[src/rtl/hamming_pkg.sv]
// Shared Hamming (7,4) definitions: codeword bit positions, receiver FSM states, syndrome function.
// Define HAMMING_SECDED_EN to add an overall parity bit cw[7] (SECDED, 8-bit codewords).
package hamming_pkg;

`ifdef HAMMING_SECDED_EN
  localparam int unsigned CW_W = 8;
  localparam int unsigned PosP8 = 7;
`else
  localparam int unsigned CW_W = 7;
`endif

  // Bit index in cw for Hamming positions 1..7
  localparam int unsigned PosP1 = 0;
  localparam int unsigned PosP2 = 1;
  localparam int unsigned PosD1 = 2;
  localparam int unsigned PosP4 = 3;
  localparam int unsigned PosD2 = 4;
  localparam int unsigned PosD3 = 5;
  localparam int unsigned PosD4 = 6;

  typedef enum logic [1:0] {StIdle, StStart, StData, StStop} rx_state_e;

  function automatic logic [2:0] hamming_syndrome(input logic [6:0] cw);
    logic s1, s2, s4;
    s1 = cw[0] ^ cw[2] ^ cw[4] ^ cw[6];
    s2 = cw[1] ^ cw[2] ^ cw[5] ^ cw[6];
    s4 = cw[3] ^ cw[4] ^ cw[5] ^ cw[6];
    return {s4, s2, s1};
  endfunction

endpackage

[src/rtl/hamming_dec_core.sv]
// Combinational Hamming (7,4) syndrome, single-bit correction and data extraction.
// With HAMMING_SECDED_EN, overall parity in cw[7] also flags uncorrectable double errors.
module hamming_dec_core
  import hamming_pkg::*;
(
  input  logic [CW_W-1:0] cw_i,
  output logic [3:0]      data_o,
  output logic [2:0]      syndrome_o,
  output logic            corrected_o,
  output logic            dbl_err_o
);

  logic [7:0] flip_mask;
  logic [6:0] fixed;
`ifdef HAMMING_SECDED_EN
  logic       parity_err;
`endif

  always_comb begin
    syndrome_o  = hamming_syndrome(cw_i[6:0]);
    corrected_o = (syndrome_o != 3'd0);
    dbl_err_o   = 1'b0;
`ifdef HAMMING_SECDED_EN
    parity_err = ^cw_i;
    if (corrected_o && !parity_err) begin
      dbl_err_o   = 1'b1;
      corrected_o = 1'b0;
    end else if (!corrected_o && parity_err) begin
      corrected_o = 1'b1;
    end
`endif
    // Syndrome value is the 1-based position of the bad bit; bit 0 of the mask is never used
    flip_mask = 8'd1 << syndrome_o;
    fixed     = dbl_err_o ? cw_i[6:0] : (cw_i[6:0] ^ flip_mask[7:1]);
    data_o    = {fixed[PosD4], fixed[PosD3], fixed[PosD2], fixed[PosD1]};
  end

endmodule

[src/rtl/hamming_serial_rx.sv]
// Serial (start, code bits LSB first, stop) receiver feeding a Hamming decoder and a one-entry
// valid/ready holding register. HAMMING_SECDED_EN selects 8-bit SECDED frames.
module hamming_serial_rx
  import hamming_pkg::*;
#(
  parameter int unsigned CLKS_PER_BIT = 8,
  parameter int unsigned CNT_W        = 8
) (
  input  logic             clk,
  input  logic             rst_n,
  input  logic             rx_serial,
  output logic             m_valid,
  input  logic             m_ready,
  output logic [3:0]       m_data,
  output logic             m_corrected,
  output logic [2:0]       m_syndrome,
  output logic             m_dbl_err,
  output logic             frame_err,
  output logic             overrun,
  output logic [CNT_W-1:0] corr_count
);

  localparam int unsigned TickW = $clog2(CLKS_PER_BIT);
  localparam logic [TickW-1:0] TickLast = TickW'(CLKS_PER_BIT - 1);
  localparam logic [TickW-1:0] TickHalf = TickW'(CLKS_PER_BIT / 2 - 1);
  localparam logic [3:0] BitLast = 4'(CW_W - 1);

  logic [1:0]       sync_q, sync_d;
  rx_state_e        state_q, state_d;
  logic [TickW-1:0] tick_q, tick_d;
  logic [3:0]       bit_q, bit_d;
  logic [CW_W-1:0]  cw_q, cw_d;
  logic             valid_q, valid_d;
  logic [3:0]       data_q, data_d;
  logic             corr_q, corr_d;
  logic [2:0]       synd_q, synd_d;
  logic             dbl_q, dbl_d;
  logic             frame_err_q, frame_err_d;
  logic             overrun_q, overrun_d;
  logic [CNT_W-1:0] count_q, count_d;

  logic       rx_s, frame_done, frame_bad, load;
  logic [3:0] dec_data;
  logic [2:0] dec_synd;
  logic       dec_corr, dec_dbl;

  assign rx_s   = sync_q[1];
  assign sync_d = {sync_q[0], rx_serial};

  hamming_dec_core u_dec (
    .cw_i        (cw_q),
    .data_o      (dec_data),
    .syndrome_o  (dec_synd),
    .corrected_o (dec_corr),
    .dbl_err_o   (dec_dbl)
  );

  always_comb begin
    state_d    = state_q;
    tick_d     = tick_q;
    bit_d      = bit_q;
    cw_d       = cw_q;
    frame_done = 1'b0;
    frame_bad  = 1'b0;
    case (state_q)
      StIdle: begin
        tick_d = '0;
        if (!rx_s) state_d = StStart;
      end
      StStart: begin
        if (tick_q == TickHalf) begin
          tick_d  = '0;
          bit_d   = '0;
          // A line that is high again at mid start bit was only a glitch
          state_d = rx_s ? StIdle : StData;
        end else begin
          tick_d = tick_q + 1'b1;
        end
      end
      StData: begin
        if (tick_q == TickLast) begin
          tick_d = '0;
          cw_d   = {rx_s, cw_q[CW_W-1:1]};
          bit_d  = bit_q + 4'd1;
          if (bit_q == BitLast) state_d = StStop;
        end else begin
          tick_d = tick_q + 1'b1;
        end
      end
      StStop: begin
        if (tick_q == TickLast) begin
          tick_d     = '0;
          state_d    = StIdle;
          frame_done = rx_s;
          frame_bad  = !rx_s;
        end else begin
          tick_d = tick_q + 1'b1;
        end
      end
      default: state_d = StIdle;
    endcase
  end

  always_comb begin
    load        = frame_done && (!valid_q || m_ready);
    overrun_d   = frame_done && valid_q && !m_ready;
    frame_err_d = frame_bad;
    valid_d     = load ? 1'b1 : (m_ready ? 1'b0 : valid_q);
    data_d      = load ? dec_data : data_q;
    corr_d      = load ? dec_corr : corr_q;
    synd_d      = load ? dec_synd : synd_q;
    dbl_d       = load ? dec_dbl : dbl_q;
    count_d     = count_q;
    if (load && dec_corr && (count_q != {CNT_W{1'b1}})) count_d = count_q + 1'b1;
  end

  always_ff @(posedge clk or negedge rst_n) begin
    if (!rst_n) begin
      sync_q      <= 2'b11;
      state_q     <= StIdle;
      tick_q      <= '0;
      bit_q       <= '0;
      cw_q        <= '0;
      valid_q     <= 1'b0;
      data_q      <= '0;
      corr_q      <= 1'b0;
      synd_q      <= '0;
      dbl_q       <= 1'b0;
      frame_err_q <= 1'b0;
      overrun_q   <= 1'b0;
      count_q     <= '0;
    end else begin
      sync_q      <= sync_d;
      state_q     <= state_d;
      tick_q      <= tick_d;
      bit_q       <= bit_d;
      cw_q        <= cw_d;
      valid_q     <= valid_d;
      data_q      <= data_d;
      corr_q      <= corr_d;
      synd_q      <= synd_d;
      dbl_q       <= dbl_d;
      frame_err_q <= frame_err_d;
      overrun_q   <= overrun_d;
      count_q     <= count_d;
    end
  end

  assign m_valid     = valid_q;
  assign m_data      = data_q;
  assign m_corrected = corr_q;
  assign m_syndrome  = synd_q;
  assign m_dbl_err   = dbl_q;
  assign frame_err   = frame_err_q;
  assign overrun     = overrun_q;
  assign corr_count  = count_q;

endmodule
[config.mk]
export PLATFORM = sky130hd
export DESIGN_NAME = hamming_serial_rx
export DESIGN_NICKNAME = d
export VERILOG_FILES = /design/src/rtl/hamming_pkg.sv /design/src/rtl/hamming_dec_core.sv /design/src/rtl/hamming_serial_rx.sv
export SDC_FILE = /design/constraint.sdc
export NUM_CORES = 1
export LEC_CHECK = 0
export ABC_AREA = 1
export BUFFER_PORTS_ARGS = -buffer_cell sky130_fd_sc_hd__clkbuf_2
export CORE_MARGIN = 2
export CORE_UTILIZATION = 60
export DETAILED_ROUTE_END_ITERATION = 10
export PLACE_DENSITY = 0.82
export SYNTH_ARGS = -nofsm -noshare
export SYNTH_HDL_FRONTEND = slang
export SYNTH_SLANG_ARGS = --single-unit
[constraint.sdc]
create_clock -name clk -period 2.3 [get_ports clk]
set_input_delay 0.23 -clock clk [delete_from_list [all_inputs] [get_ports clk]]
set_output_delay 0.23 -clock clk [all_outputs]
set_load 0.1 [all_outputs]
# Word level (Yosys, flattened, before mapping)
# Index checks and enable logic that the tools add are counted.
# W data, S select, Z words.
[word_totals] in_bits=4 reg_bits=37 memories=0 ramBits=0 elab_cells=74 output_inout_bits=20 rom_bits=0 latch_bits=0
[classes] bitwise=10 magnitude_cmp=0 n_reduce_logical=17 mux=19 div_mod_pow=0 add_sub_neg=3 eq_ne=12 n_mul=0 shift=1
[ops] op="$mux W2" n=6
[ops] op="$ne A2 B2 Y1 const B" n=5
[ops] op="$pmux W3 S3" n=1
[ops] op="$xor A1 B1 Y1" n=9
[ops] op="$add A8 B1 Y8 const B" n=1
[ops] op="$mux W4" n=2
[ops] op="$ne A8 B8 Y1 const B" n=1
[ops] op="$pmux W2 S4" n=1
[ops] op="$pmux W4 S2" n=1
[ops] op="$shl A1 B3 Y8 const A" n=1
[ops] op="$xor A7 B7 Y7" n=1
[ops] op="$mux W1" n=6
[ops] op="$mux W3" n=2
[ops] op="$logic_and A1 B1 Y1" n=5
[ops] op="$reduce_and A5 Y1" n=1
[ops] op="$add A4 B1 Y4 const B" n=1
[ops] op="$eq A2 B2 Y1 const B" n=2
[ops] op="$eq A4 B3 Y1 const B" n=1
[ops] op="$reduce_bool A2 Y1" n=2
[ops] op="$add A3 B1 Y3 const B" n=1
[ops] op="$eq A3 B2 Y1 const B" n=1
[ops] op="$eq A3 B3 Y1 const B" n=1
[ops] op="$logic_not A1 Y1" n=3
[ops] op="$reduce_and A3 Y1" n=1
[ops] op="other kinds (6)" n=6

# Longest topological paths before layout
# Gate-level depths: netlist of run 1.
[depth] ltp_word=6 ltp_mapped=11 mapped_depth_nobuf=10

# By module
# A second synthesis of run 1 with hierarchy kept.
[hier_totals] cells_unflattened=283 area_unflattened_um2=2224.6
[modules_own_cells] mod="hamming_serial_rx" area_each_um2=1868.0 n_inst=1 seq_area_each_um2=953.4 cells_per_inst=219
[modules_own_cells] mod="hamming_dec_core" area_each_um2=356.6 n_inst=1 seq_area_each_um2=0.0 cells_per_inst=64

# Worst setup path after synthesis of run 1
# OpenSTA, ideal clock, no wires.
[synth_timing] kind="reg2reg" from="register count_q[0] (netlist: corr_count[0])" to="register count_q[5] (netlist: corr_count[5])" period_less_slack_ns=2.049 setup_ns=0.123 arrival_time_ns=1.926 path_stages_with_launch=9 slack_ns=0.251 cell_sequence="dfrtp_1 ha_1 and3_1 nand2_1 nand2_1 nor2_1 nand3_2 nand2_1 nand2_1"
[synth_between] elab_chain_len=2 elab_cells_between_ends=3 classes_between="add/sub (1); eq/ne (1); reduce/logical (1)"
[synth_rtl] item="start, declared" line="hamming_serial_rx.sv:40" rtl="logic [CNT_W-1:0] count_q, count_d;"
[synth_rtl] item="start signal, assigned" line="hamming_serial_rx.sv:145" rtl="count_q <= count_d;"
[synth_rtl] item="parallel branches: the longest is 2 deep, another holds $add A8 B1 Y8"
# Several ways; the timed one is not identified.
# A chain may end at the register's enable or synchronous reset.

# Worst setup path after layout of run 1
[layout_timing] from="register tick_q[0]" to="register count_q[7] (netlist: corr_count[7])"
[layout_between] elab_chain_len=6
[layout_rtl] item="start, declared" line="hamming_serial_rx.sv:30" rtl="logic [TickW-1:0] tick_q, tick_d;"
[layout_rtl] item="start signal, assigned" line="hamming_serial_rx.sv:135" rtl="tick_q <= tick_d;"
[layout_rtl] item="$eq A3 B3 Y1" line="hamming_serial_rx.sv:91" rtl="if (tick_q == TickLast) begin"
[layout_rtl] item="$mux W1" line="hamming_serial_rx.sv:91"
[layout_rtl] item="$mux W1" line="hamming_serial_rx.sv:65" rtl="case (state_q)"
[layout_rtl] item="$logic_and A1 B1 Y1" line="hamming_serial_rx.sv:105" rtl="load = frame_done && (!valid_q || m_ready);"
[layout_rtl] item="$logic_and A1 B1 Y1 (2 in series)" line="hamming_serial_rx.sv:114" rtl="if (load && dec_corr && (count_q != {CNT_W{1'b1}})) count_d = count_q + 1'b1;"
# No other way between the ends.

==> results of run 1 <==
-- critical path: cells and delay by family (launching register included) --
kind          cells  cell delay [ns]
simple gates      5             0.89
fa+ha+maj         2             0.46
flops             1             0.38
-- routing by layer --
metal | vias up | GRT usage, % | routed length [µm]
met3 | 7 | 5.62 | 179
met1 | 795 | 29.9 | 1810
met5 | - | 0 | 0
met2 | 44 | 40.1 | 1790
li1 | 856 | - | -
met4 | 0 | 9.44 | 63
-- sequential cells by signal (all words and copies together) (netlist names), named ones only --
signal       cells
corr_count       8
cw_q             7
bit_q            4
m_data           4
m_syndrome       3
tick_q           3
sync_q           2
frame_err        1
m_corrected      1
m_valid          1
overrun          1
state_q          1
-- area by class of cell --
cell class              instances  area [µm²]
clock buffers                   6        41.3
clock inverters                 2        10.0
repair buffers                 24         128
fillers                       294        1050
multi-input cells             185         971
inverters                      27         101
well taps                      46        57.6
flip-flops and latches         37         928
-- how the worst max path moves through the flow --
stage | cells after the start | slack [ns] | start | endpoint
2_1_floorplan | 8 | 0.25 | corr_count[0]$_DFFE_PN0P_ | corr_count[5]$_DFFE_PN0P_
3_3_place_gp | 7 | 0.62 | tick_q[0]$_DFF_PN0_ | corr_count[3]$_DFFE_PN0P_
3_5_place_dp | 7 | 0.50 | tick_q[0]$_DFF_PN0_ | corr_count[1]$_DFFE_PN0P_
4_1_cts | 7 | 0.48 | tick_q[0]$_DFF_PN0_ | corr_count[1]$_DFFE_PN0P_
5_1_grt | 7 | 0.30 | tick_q[0]$_DFF_PN0_ | corr_count[6]$_DFFE_PN0P_
6_report | 7 | 0.48 | tick_q[0]$_DFF_PN0_ | corr_count[7]$_DFFE_PN0P_
-- cells by family (layout without fill, tap and decap cells) --
family / count (synthesis) / after routing / synth area share, %
other cells: 1 / 1 / 0.184
xor+xnor: 7 / 7 / 3.01
buf+inv: 32 / 59 / 6.70
fa+ha+maj: 8 / 8 / 4.92
simple gates: 150 / 150 / 34.8
flops: 37 / 37 / 45.6
compound gates: 19 / 19 / 4.79
-- stage by stage --
stage	util [%]	instances	total power, mW	instance area [µm²]
after floorplan	-	254	0.950	2040
after global placement	66.2	318	1.00	2180
after detailed placement	66.2	318	1.01	2180
after CTS	68.1	327	1.34	2240
after global routing	68.1	327	1.43	2240
final	68.1	327	1.33	2240
-- where the power goes --
| part | switching, mW | leakage, nW | total [mW] | internal, mW |
|---|---|---|---|---|
| Combinational | 0.183 | 0.676 | 0.267 | 0.0842 |
| Sequential | 0.0384 | 0.498 | 0.734 | 0.696 |
| Clock | 0.209 | 0.0320 | 0.326 | 0.116 |
-- placed cells by master, fill, tap and decap left out, types with 2 or more instances in the layout --
master	netlist	layout
nor2_2	2	2
dfrtp_1	35	35
nand3_2	4	4
clkbuf_2	0	22
nand2_2	3	3
nor2_1	10	10
o21ai_0	12	12
nand4_1	12	12
clkbuf_4	0	5
xor2_1	6	6
inv_1	19	19
nand3_1	14	14
clkinv_2	0	2
o21ai_1	3	3
a21oi_1	3	3
inv_2	8	8
ha_1	8	8
nand2_1	94	94
dfstp_2	2	2
nand2_4	4	4
nor2_4	2	2
==> results by group, run 1 <==
Run status
  – Status: finished with violations
  – Failing checks: negative hold slack

Floorplanning
  – IO Count: 24
  – DIE AREA: just under 4000 µm²
  – Site Rows: 21
  – DIE HEIGHT: 62.3 µm
  – Core area: between 3000 and 4000 µm²
  – Initial Util: around three fifths
  – Die width: between 60 and 70 µm

Clocking
  – Hold buffers post-CTS: 1
  – CTS Buffer Depth: 2
  – Root Driver: clkbuf_4
  – TritonCTS clock tree: yes
  – Clock sinks: 37
  – Post-CTS sizing: 0
  – H-tree depth: 2
  – Post-CTS Setup Bufs: 0
  – Num CTS Buffers: 5
  – Clock slew at reported path FFs: ~0.12 ns
  – Clock latency on the worst-skew pair: 0.35 ns

Timing
  – Setup_tns: 0 ns
  – Final WS setup: 0.477 ns
  – Worst hold slack: -0.0120 ns
  – Achievable frequency: between 0.5 and 0.6 GHz
  – Final critical path time including I/O delays and setup: 1.82 ns
  – Relative slew slack: 39.1%
  – Slew at the pin closest to its max-slew limit: approximately 0.91 ns
  – Final setup fails: 0
  – RSZ-0062 raised after global routing: false
  – Fin. max-slew vios: 0
  – Clock skew: between 0.015 and 0.02 ns
  – Final Cycle Share: 79.3%
  – Final hold vios: 10

Cells and area
  – Area grow syn2layout: 9.90%
  – Ant diodes: 0
  – Share of cells above drive strength 1: between 15 and 20%
  – Nets: ~290

Drt
  – Drt first pass iters: 4
  – DRT iter0 DRCs: 88
  – Via count: ~1.7k
  – DRT Wirelength: 3.84 mm
  – Post-DRT Antenna Nets: 0
  – DR vias/cell: between 5 and 6
  – Routed len/inst: about 12 µm
  – Drt drc: 0

Setup path
  – FF-to-FF path depth: 7
  – CP endpoint kind: flop
  – Worst Path Max Fanout: 16
  – Reg-to-Reg Start: tick_q[0]$_DFF_PN0_
  – Worst R2R End: corr_count[7]$_DFFE_PN0P_
  – Critical path data arrival time: 2.07 ns
  – R2R setup slack: 0.48 ns
  – Largest stage delay, worst path: 0.38 ns
  – WP data required: 2.55 ns
  – CP max-delay cell: dfrtp_1
  – Critical Path Start Type: flop
  – Worst-path cell chain: ha_1, ha_1, nand3_2, nor2_4, nand3_2, nand2_1, nand2_1
  – Worst setup path class: reg2reg

Flow run
  – MaxCap Viol Count: 0

Synth
  – Yosys cell types: 30
  – Area fraction of the dominant cell type after synthesis: 43.0%
  – Top post-synthesis cells by area: dfrtp_1 (43%), nand2_1 (17%), ha_1 (4.9%), nand4_1 (3.7%), inv_1 (3.5%)
  – Mapped Avg Cell Area: between 8 and 9 µm²
  – Netlist Area Pre-Place: around 2000 µm²
  – Synth Flop Type: dfrtp_1
  – FF+latch count, synth: 37
  – Synth top cells by count: nand2_1 (94), dfrtp_1 (35), inv_1 (19), nand3_1 (14)
  – Synthesized instance count: between 200 and 300
  – Yosys Warn Count: 0
  – Biggest area consumer among synthesized cells: dfrtp_1
  – Most frequent cell after synthesis: nand2_1
  – Post-synth EDFFs: 0
  – Synthesized net count: approximately 270
  – Post-synthesis sequential area ratio: 45.6%
  – Ys async rst share: 100%

GRT
  – First-pass GRT wire length: approximately 7.4 mm
  – Initial antenna violation count: 0
  – Largest net degree at the start of global routing: 38
  – GR Util All Layers: roughly a quarter
  – GRT Residual Overflow: 0
  – Vias in the first global route: between 1.5k and 2k

Place
  – DP Worst Slack: about 0.50 ns
  – Dpl hpwl: 2.77 mm
  – PortBufs: 22
  – Placer Congestion: ~0.9

Power
  – Power Dens Cells: ~590 nW/µm²
  – Peak supply drop: around 0.37 mV
  – Leakage: around 1.2 nW

Min path
  – Type of the tightest min-delay check: in2async
(Power assumes the default switching activity.)
==> inputs of run 2 (changes only) <==
--- a/config.mk
+++ b/config.mk
@@ -8,9 +8,9 @@
 export ABC_AREA = 1
 export BUFFER_PORTS_ARGS = -buffer_cell sky130_fd_sc_hd__clkbuf_2
 export CORE_MARGIN = 2
-export CORE_UTILIZATION = 60
+export CORE_UTILIZATION = 57
 export DETAILED_ROUTE_END_ITERATION = 10
-export PLACE_DENSITY = 0.82
+export PLACE_DENSITY = 0.78
 export SYNTH_ARGS = -nofsm -noshare
 export SYNTH_HDL_FRONTEND = slang
 export SYNTH_SLANG_ARGS = --single-unit
==> constraint.sdc (replaced) <==
create_clock -name clk -period 1.75 [get_ports clk]
set_input_delay 0.175 -clock clk [delete_from_list [all_inputs] [get_ports clk]]
set_output_delay 0.175 -clock clk [all_outputs]
set_load 0.1 [all_outputs]
==> results by group, run 2 (synthesis gave the netlist of run 1 again) <==
Setup path
  – CP startpoint: corr_count[0]$_DFFE_PN0P_
  – WP data required: 1.98 ns (-0.57 ns)
  – CP most frequent cell: nand2_1
  – Worst setup path class: reg2reg
  – CP max-delay cell: dfrtp_4
  – Worst-path cell chain: ha_1, and3_1, nand2_4, nand2_1, nor2_1, nand3_2, nand2_1, nand2_1
  – Largest stage delay, worst path: 0.51 ns (+0.13 ns)
  – R2R setup slack: 0.1 ns (-0.38 ns)
  – FF-to-FF path depth: 8 (+1)
  – Worst Path Max Fanout: 8 (-8)
  – Critical path data arrival time: 1.88 ns (-0.19 ns)
  – Reg-to-Reg Start: corr_count[0]$_DFFE_PN0P_
  – Critical Path Start Type: flop
  – CP endpoint kind: flop

GRT
  – Initial antenna violation count: 0 (unchanged)
  – Vias in the first global route: 1544 (-9.6%)
  – GRT Residual Overflow: 0 (unchanged)
  – Largest net degree at the start of global routing: 20 (-47%)
  – GR Util All Layers: 21.1% (-2.7 points)
  – First-pass GRT wire length: 6.70 mm (-9.4%)

Drt
  – DRT Wirelength: 3.74 mm (-2.7%)
  – Post-DRT Antenna Nets: 0 (unchanged)
  – Drt drc: 0 (unchanged)
  – DRT iter0 DRCs: 106 (+20%)
  – DR vias/cell: 5.04 (-3.2%)
  – Routed len/inst: 11.3 µm (-3.8%)
  – Via count: 1668 (-2.0%)
  – Drt first pass iters: 4 (unchanged)

Cells and area
  – Non-filler instance count after layout: 331 (+1.2%)
  – Area grow syn2layout: 13.5%
  – Fillers: 275 (-6.5%)
  – Ant diodes: 0 (unchanged)
  – Share of cells above drive strength 1: 22.8% (+2.9 points)
  – Commonest non-fill, non-tap cell in the layout: nand2_1
  – Most frequent cells in the layout: nand2_1 (93), dfrtp_1 (30), clkbuf_2 (22)
  – Largest register FFs: 8 (unchanged)
  – Fin area: 2310 µm² (+3.3%)
  – Nets: 296 (+1.4%)

Timing
  – Final Cycle Share: 94.3% (+15 points)
  – Final hold vios: 0 (-10)
  – Slew at the pin closest to its max-slew limit: 0.558 ns (-0.354 ns)
  – RSZ-0062 raised after global routing: false
  – Final critical path time including I/O delays and setup: 1.65 ns (-0.173 ns)
  – Final setup fails: 0 (unchanged)
  – Fin. max-slew vios: 0 (unchanged)
  – Worst hold slack: 0.140 ns (+0.152 ns)
  – Achievable frequency: 0.606 GHz (+10%)
  – Setup_tns: 0 ns (unchanged)
  – Relative slew slack: 62.9% (+24 points)
  – Clock skew: 0.00937 ns (-0.00924 ns)

Floorplanning
  – Core area: 3390 µm² (+3.2%)
  – Site Rows: 21 (unchanged)
  – Die width: 63.8 µm (+2.4%)
  – DIE HEIGHT: 63.8 µm (+2.4%)
  – DIE AREA: 4070 µm² (+4.9%)
  – IO Count: 24 (unchanged)
  – Initial Util: 60.1% (-1.9 points)

Clocking
  – CTS Buffer Depth: 2 (unchanged)
  – Num CTS Buffers: 5 (unchanged)
  – Clock latency on the worst-skew pair: 0.33 ns (-0.02 ns)
  – H-tree depth: 2 (unchanged)
  – Root Driver: clkbuf_4
  – Clock slew at reported path FFs: 0.11 ns (about the same)
  – Clock sinks: 37 (unchanged)
  – TritonCTS clock tree: yes

Power
  – Sw Ratio: 31.7% (-0.74 points)
  – Clk pwr share: 24.4% (about the same)
  – Leakage: 1.23 nW (+1.8%)
  – Net Sw Power: 0.555 mW (+29%)
  – Internal power: 1.19 mW (+33%)
  – Combinational share of power: 20.5% (+0.4 points)
  – Peak supply drop: 0.489 mV (+33%)
  – Sequential Power Share: 55.1% (-0.2 points)
  – Power Dens Cells: 757 nW/µm² (+28%)

Min path
  – Worst hold start: m_ready
  – Type of the tightest min-delay check: in2reg
  – Hold depth: 4

Place
  – Cell count after placement: 321 (+0.94%)
  – Placer Congestion: 0.859 (-3.1%)
  – Dpl hpwl: 2.73 mm (-1.4%)
  – Post-DP Area: 2220 µm² (+2.2%)
  – PortBufs: 22 (unchanged)

Run status
  – Status: finished clean

Flow run
  – MaxCap Viol Count: 0 (unchanged)
[run 2: changes by cell type in the layout (fill, tap and decap cells not counted), moves of 2 or more]
cell / previous run / this run
dfrtp_2: 0 / 3
dfrtp_1: 35 / 30
buf_4: 1 / 3
ha_2: 0 / 2
dfrtp_4: 0 / 2
clkbuf_1: 1 / 3
ha_1: 8 / 6
clkinv_2: 2 / 0
[run 2: routing by layer]
metal  share of wire, %  GRT usage (%)  vias to the layer above
li1                   -              -                      863
met1                 49           28.0                      771
met2                 46           33.7                       29
met3                3.3           4.75                        5
met4                1.4           8.42                        0
met5                  0              0                        -
[run 2: through the flow]
stage | util [%] | setup WS, ns | power (mW)
finish | 68.2 | 0.0995 | 1.75
floorplan | - | 0.0246 | 1.25
detailed placement | 65.6 | 0.126 | 1.33
global route | 68.2 | 0.0146 | 1.86
global placement | 65.6 | 0.136 | 1.32
CTS | 67.7 | 0.103 | 1.76
[run 2: final timing paths]
path,end
worst max-delay path,corr_count[5]$_DFFE_PN0P_
worst min-delay path,overrun$_DFF_PN0_
worst min register to register,sync_q[1]$_DFF_PN1_
min in group asynchronous,tick_q[2]$_DFF_PN0_
worst max register to register,corr_count[5]$_DFFE_PN0P_
max in group asynchronous,corr_count[0]$_DFFE_PN0P_
[run 2: repair_timing]
item | CTS | global route
hold endpoints to repair | 17 | 0
setup buffers | 0 | 0
resized for setup | 0 | 5
hold buffers | 2 | 0
endpoints found under the setup margin | 0 | 3
[run 2: worst max-delay path, delay by kind of cell (launching register included)]
family,cells,cell delay (ns)
AND/OR/NAND/NOR,7,0.79
adder cells (fa/ha/maj),1,0.25
flip-flops,1,0.51
[run 2: power groups by stage]
stage / clock, mW / combinational [mW] / sequential (mW)
3_3_place_gp: 0 / 0.344 / 0.979
3_5_place_dp: 0 / 0.350 / 0.980
4_1_cts: 0.442 / 0.357 / 0.963
2_1_floorplan: 0 / 0.248 / 1.00
5_1_grt: 0.487 / 0.404 / 0.974
6_report: 0.427 / 0.359 / 0.964
[run 2: cell type report]
| class | instances | area [µm²] | area share [%] |
|---|---|---|---|
| Sequential cell | 37 | 940 | 40.7 |
| Timing Repair Buffer | 28 | 173 | 7.47 |
| Tap cell | 46 | 57.6 | 2.49 |
| Clock buffer | 8 | 48.8 | 2.11 |
| Multi-Input combinational cell | 185 | 991 | 42.9 |
| Inverter | 27 | 101 | 4.39 |
